**src/rtl/accelbrot_com_byte2word.sv**
```systemverilog
// Receive-side framer: hunts for a sync byte, collects NWORDS little-endian
// words of WWIDTH bits, validates pad bits and an additive checksum, then
// replays a good frame as a back-to-back burst of NWORDS words.
module accelbrot_com_byte2word #(
  parameter int         NWORDS         = 8,
  parameter int         WWIDTH         = 34,
  parameter logic [7:0] SYNC_BYTE      = 8'hA5,
  parameter int         TIMEOUT_CYCLES = 65535
) (
  input  logic              clk,
  input  logic              rstn,
  input  logic [7:0]        in_byte,
  input  logic              in_valid,
  output logic [WWIDTH-1:0] out_word,
  output logic              out_start,
  output logic              out_valid,
  output logic              err_checksum,
  output logic              err_pad,
  output logic              err_timeout
);

  localparam int BPW      = (WWIDTH + 7) / 8;
  localparam int NBYTES   = NWORDS * BPW;
  localparam int LASTBITS = WWIDTH - (BPW - 1) * 8;
  localparam int IW       = $clog2(NBYTES + 1);
  localparam int PW       = $clog2(BPW + 1);
  localparam int TW       = $clog2(TIMEOUT_CYCLES + 1);
  localparam int KW       = $clog2(NWORDS + 1);

  typedef enum logic [1:0] {
    S_HUNT    = 2'd0,
    S_PAYLOAD = 2'd1,
    S_CHECK   = 2'd2
  } state_t;

  // Nonzero bits above WWIDTH in the last byte of a word are a framing fault.
  function automatic logic pad_bad(input logic [7:0] b);
    logic [7:0] mask;
    mask = 8'hFF << LASTBITS;
    return |(b & mask);
  endfunction

  state_t                   r_state;
  state_t                   w_state_nxt;
  logic [IW-1:0]            r_idx;
  logic [PW-1:0]            r_wpos;
  logic [7:0]               r_sum;
  logic                     r_pad;
  logic [TW-1:0]            r_idle;
  logic [NBYTES*8-1:0]      r_coll;
  logic [NWORDS*WWIDTH-1:0] r_obuf;
  logic [KW-1:0]            r_bidx;

  logic                     w_frame_done;
  logic                     w_expire;
  logic                     w_good;
  logic [7:0]               w_sum_nxt;
  logic [NWORDS*WWIDTH-1:0] w_words;

  assign w_sum_nxt = r_sum + in_byte;
  assign w_good    = (w_sum_nxt == 8'h00) && !r_pad;

  // Next-state decode: sync hunt, payload count, checksum slot and idle timeout.
  always_comb begin
    w_state_nxt  = r_state;
    w_frame_done = 1'b0;
    w_expire     = 1'b0;
    case (r_state)
      S_HUNT: begin
        if (in_valid && (in_byte == SYNC_BYTE)) begin
          w_state_nxt = S_PAYLOAD;
        end else begin
          w_state_nxt = S_HUNT;
        end
      end
      S_PAYLOAD: begin
        if (in_valid) begin
          if (r_idx == IW'(NBYTES - 1)) begin
            w_state_nxt = S_CHECK;
          end else begin
            w_state_nxt = S_PAYLOAD;
          end
        end else if (r_idle == TW'(TIMEOUT_CYCLES - 1)) begin
          w_expire    = 1'b1;
          w_state_nxt = S_HUNT;
        end else begin
          w_state_nxt = S_PAYLOAD;
        end
      end
      S_CHECK: begin
        if (in_valid) begin
          w_frame_done = 1'b1;
          w_state_nxt  = S_HUNT;
        end else if (r_idle == TW'(TIMEOUT_CYCLES - 1)) begin
          w_expire    = 1'b1;
          w_state_nxt = S_HUNT;
        end else begin
          w_state_nxt = S_CHECK;
        end
      end
      default: begin
        w_state_nxt = S_HUNT;
      end
    endcase
  end

  // Slice the collected bytes into words; pad bits are dropped here.
  always_comb begin
    w_words = '0;
    for (int k = 0; k < NWORDS; k++) begin
      w_words[k*WWIDTH +: WWIDTH] = r_coll[k*BPW*8 +: WWIDTH];
    end
  end

  // State register.
  always_ff @(posedge clk) begin
    if (!rstn) begin
      r_state <= S_HUNT;
    end else begin
      r_state <= w_state_nxt;
    end
  end

  // Collect path: byte position, checksum accumulator, sticky pad flag, idle counter.
  always_ff @(posedge clk) begin
    if (!rstn) begin
      r_idx  <= '0;
      r_wpos <= '0;
      r_sum  <= 8'h00;
      r_pad  <= 1'b0;
      r_idle <= '0;
      r_coll <= '0;
    end else if (r_state == S_HUNT) begin
      r_idle <= '0;
      if (in_valid && (in_byte == SYNC_BYTE)) begin
        r_idx  <= '0;
        r_wpos <= '0;
        r_sum  <= 8'h00;
        r_pad  <= 1'b0;
      end
    end else if (in_valid) begin
      r_idle <= '0;
      if (r_state == S_PAYLOAD) begin
        r_coll[int'(r_idx)*8 +: 8] <= in_byte;
        r_sum                      <= w_sum_nxt;
        r_idx                      <= r_idx + IW'(1);
        if (r_wpos == PW'(BPW - 1)) begin
          r_wpos <= '0;
          if (pad_bad(in_byte)) begin
            r_pad <= 1'b1;
          end
        end else begin
          r_wpos <= r_wpos + PW'(1);
        end
      end
    end else begin
      r_idle <= r_idle + TW'(1);
    end
  end

  // Burst engine: a good frame is snapshotted so the next frame can be collected meanwhile.
  always_ff @(posedge clk) begin
    if (!rstn) begin
      r_obuf    <= '0;
      r_bidx    <= '0;
      out_word  <= '0;
      out_start <= 1'b0;
      out_valid <= 1'b0;
    end else if (w_frame_done && w_good) begin
      r_obuf    <= w_words;
      out_word  <= w_words[WWIDTH-1:0];
      out_start <= 1'b1;
      out_valid <= 1'b1;
      r_bidx    <= KW'(1);
    end else if (out_valid && (r_bidx != KW'(NWORDS))) begin
      out_word  <= r_obuf[int'(r_bidx)*WWIDTH +: WWIDTH];
      out_start <= 1'b0;
      out_valid <= 1'b1;
      r_bidx    <= r_bidx + KW'(1);
    end else begin
      out_start <= 1'b0;
      out_valid <= 1'b0;
    end
  end

  // Error pulses, one cycle after the checksum byte or the expiring idle cycle.
  always_ff @(posedge clk) begin
    if (!rstn) begin
      err_checksum <= 1'b0;
      err_pad      <= 1'b0;
      err_timeout  <= 1'b0;
    end else begin
      err_checksum <= w_frame_done && (w_sum_nxt != 8'h00);
      err_pad      <= w_frame_done && r_pad;
      err_timeout  <= w_expire;
    end
  end

endmodule
```
**config.mk**
```make
export PLATFORM = sky130hd
export DESIGN_NAME = accelbrot_com_byte2word
export DESIGN_NICKNAME = d
export VERILOG_FILES = /design/src/rtl/accelbrot_com_byte2word.sv
export SDC_FILE = /design/constraint.sdc
export NUM_CORES = 1
export LEC_CHECK = 0
export ABC_AREA = 1
export CORE_ASPECT_RATIO = 1.75
export CORE_MARGIN = 4
export CORE_UTILIZATION = 25
export CTS_BUF_LIST = sky130_fd_sc_hd__clkbuf_16
export DETAILED_ROUTE_END_ITERATION = 6
export PLACE_DENSITY_LB_ADDON = 0.12
export SLEW_MARGIN = 20
export SYNTH_ARGS = -nofsm -noshare
export SYNTH_HDL_FRONTEND = slang
export SYNTH_SLANG_ARGS = --single-unit
```
**constraint.sdc**
```tcl
create_clock -name clk -period 2.7 [get_ports clk]
set_input_delay 0.27 -clock clk [delete_from_list [all_inputs] [get_ports clk]]
set_output_delay 0.27 -clock clk [all_outputs]
set_load 0.02 [all_outputs]
```
==> impl_metrics.yaml <==
drt:
  first_iter_violations: 1870
  via_per_inst: 4.68
  wl_per_cell_microns: 22.2
  routed_wl_microns: 129000
  first_pass_iters: 5
  ant_nets: 0
  drc: 0
  vias: 27017
pwr:
  vdd_ir_drop_max_uv: 419
  comb_power_share_pct: 2.0
  p_int_mw: 14.3
  p_clk_share_pct: 49.3
  p_sw_share_pct: 24.1
  pwr-share-seq_pct: 48.6
  switching_power_mw: 4.54
  p_leak_nw: 15.2
  power-per-cell-area_mw_per_mm2: 545
die:
  die_x_microns: 261
  start_util_pct: 25.1
  die_h_microns: 450
  die_area_sq_mm: 0.117
  core_area_sq_mm: 0.111
  num_io_pins: 50
  row_count: 162
logic_synthesis:
  synthArstFlopShare_pct: 0
  yosysSeqAreaShare_pct: 44.6
  synth_fp_nets: 4102
  synth.distinct_cells: 45
  synth_area_leader_cell: "dfxtp_1"
  synth_common_cells: "877 x nor2_1, 753 x nand2_1, 623 x dfxtp_1, 518 x o21ai_0, 335 x inv_1"
  synth_most_common_cell: "nor2_1"
  syn_inst: 4070
  syn_avg_cell_area_sq_um: 6.87
  synth_top_area_share_pct: 44.6
  synthTopCellsByArea: "dfxtp_1 45%, nor2_1 12%, nand2_1 10%"
  ys.flop_type: "dfxtp_1"
  syn-cell-area_sq_mm: 0.0280
  ys_ff_latch: 623
  synth_warnings: 0
  synth_edf_count: 0
finish:
  final_nets: 4283
  final_cells: 5779
  final_core_util_pct: 31.1
  area_growth_pct: 23.9
  drive_above_1_share_pct: 11.9
status:
  outcome: "complete, no violations"
sta:
  fmax_mhz: 384
  hold_ws_ns: 0.392
  period_needed_ns: 2.60
  rsz0062_at_grt: "yes"
  relSlewSlack_pct: 37.5
  skew_ns: 0.0266
  setup_slack_ns: 0.0976
  hold_viol: 0
  worstMarginPinSlew_ns: 0.937
  finalSetupViolCount: 0
  fin_crit_sh_pct: 96.4
  slew_violations: 0
  tns_ns: 0
clock_network:
  cts_max_level: 3
  clockBufferDepth: 3
  numCtsBuffers: 68
  cts_tree: "yes"
  cts.clk_slew.worst_paths_ns: 0.06
  clock_latency_ns: 0.67
  cts-root-buf: "clkbuf_16"
  cts.sinks: 623
setup_path:
  cp_data_arrival_time_ns: 3.14
  critical_path_class: "reg -> reg"
  reg2reg_depth: 12
  cp.required_ns: 3.23
  crit_fanout: 39
  start_kind: "flip-flop"
  endpoint_kind: "flip-flop"
global_routing:
  grt_max_degree: 161
  grt_pass1_vias: 26783
  grt_first_pass_wirelength_microns: 186000
  grtUsageTotal_pct: 21.4
  globalRoute.totalOverflow: 0
  antenna_found_initial: 3
hold_path:
  hold_depth: 4
  hold_path_class: "in -> reg"
job:
  maxCapViolCount: 0
place:
  gp_congestion: 0.883
  post-dp-hpwl_microns: 94700
  placedCellCount: 5635
  dpl_worst_slack_ns: -0.588
  numPortBuffers: 49
## cells in the final DEF, fill, tap and decap left out, types with 16 or more instances in the layout
master and instances:
nor2_1 872, nand2_1 749, dfxtp_1 620, o21ai_0 509, inv_1 340, nand3_1 317, buf_4 266, clkbuf_16 74
o22ai_1 68, a21oi_1 59, o21ai_1 52, nor3_1 49, clkdlybuf4s50_1 48, buf_12 45, nand4_1 23, clkinv_1 23
ha_1 17, nand4_4 16
## cell type report
class                      count  area [sq um]
fill                       12216         76600
multi-input combinational   2826         13100
sequential                   623         12500
timing repair buffer         382          3820
tap                         1476          1850
clock buffer                  71          1780
inverter                     350          1340
clock inverter                50           324
antenna                        1          2.50
## per-stage QoR
| stage | area (sq um) | power [mW] |
|---|---|---|
| finish | 34600 | 18.9 |
| global route | 34600 | 19.5 |
| CTS | 34400 | 19.2 |
| detailed placement | 32000 | 9.77 |
| global placement | 32000 | 9.77 |
| floorplan | 28000 | 9.58 |
## sequential cells by signal (all words and copies together) (netlist names), 2 cells and up
| signal | flops |
|---|---|
| r_state | 2 |
| r_idle | 16 |
| r_coll | 272 |
| r_bidx | 4 |
| r_obuf | 272 |
| r_idx | 6 |
| r_sum | 8 |
| r_wpos | 3 |
| out_word | 34 |
## cells by family (layout without fill, tap and decap cells)
| family | Yosys count | after routing | synth area share [%] |
|---|---|---|---|
| simple gates | 2089 | 2089 | 31.8 |
| other cells | 0 | 1 | 0 |
| flops | 623 | 623 | 44.6 |
| xor+xnor | 11 | 11 | 0.412 |
| fa+ha+maj | 21 | 21 | 0.966 |
| compound gates | 705 | 705 | 13.1 |
| buf+inv | 621 | 853 | 9.09 |
## what timing repair did
action | CTS | global route
hold buffers | 1 | 0
hold endpoints to repair | 20 | 0
resized for setup | 20 | 40
setup buffers | 10 | 3
gates cloned | 5 | 3
pin swaps | 9 | 6
setup endpoints to repair | 301 | 282
## layer usage
layer	wire length, microns	vias to the layer above	global-route usage, %
li1	-	13418	-
met1	48900	12835	23.4
met2	66800	524	39.2
met3	3540	240	2.35
met4	9340	0	12.9
met5	0	-	0
## power groups by stage
stage | Combinational, mW | Sequential [mW] | Clock (mW)
2_1_floorplan | 0.189 | 9.40 | 0
3_3_place_gp | 0.380 | 9.39 | 0
3_5_place_dp | 0.376 | 9.39 | 0
4_1_cts | 0.380 | 9.18 | 9.60
5_1_grt | 0.408 | 9.18 | 9.88
6_report | 0.382 | 9.19 | 9.32
## worst paths after layout
kind,start,to,slack [ns]
max,r_sum[0]$_SDFFE_PN0P_,r_obuf[198]$_SDFFE_PN0P_,0.1
max reg2reg,r_sum[0]$_SDFFE_PN0P_,r_obuf[198]$_SDFFE_PN0P_,0.1
min,in_valid,r_state[1]$_SDFF_PN0_,0.39
min reg2reg,r_coll[63]$_SDFFE_PN0P_,r_obuf[57]$_SDFFE_PN0P_,0.44
## critical path: stages (launching register included)
cell and delay (ns):
dfxtp_2 0.33, ha_4 0.16, fa_2 0.45, or2_4 0.26
nor2_2 0.09, nand3_2 0.08, nor2_4 0.10, nand4_4 0.15
buf_4 0.19, buf_12 0.18, clkbuf_16 0.24, nand3_1 0.07
o21ai_0 0.10
(Power assumes the default switching activity.)
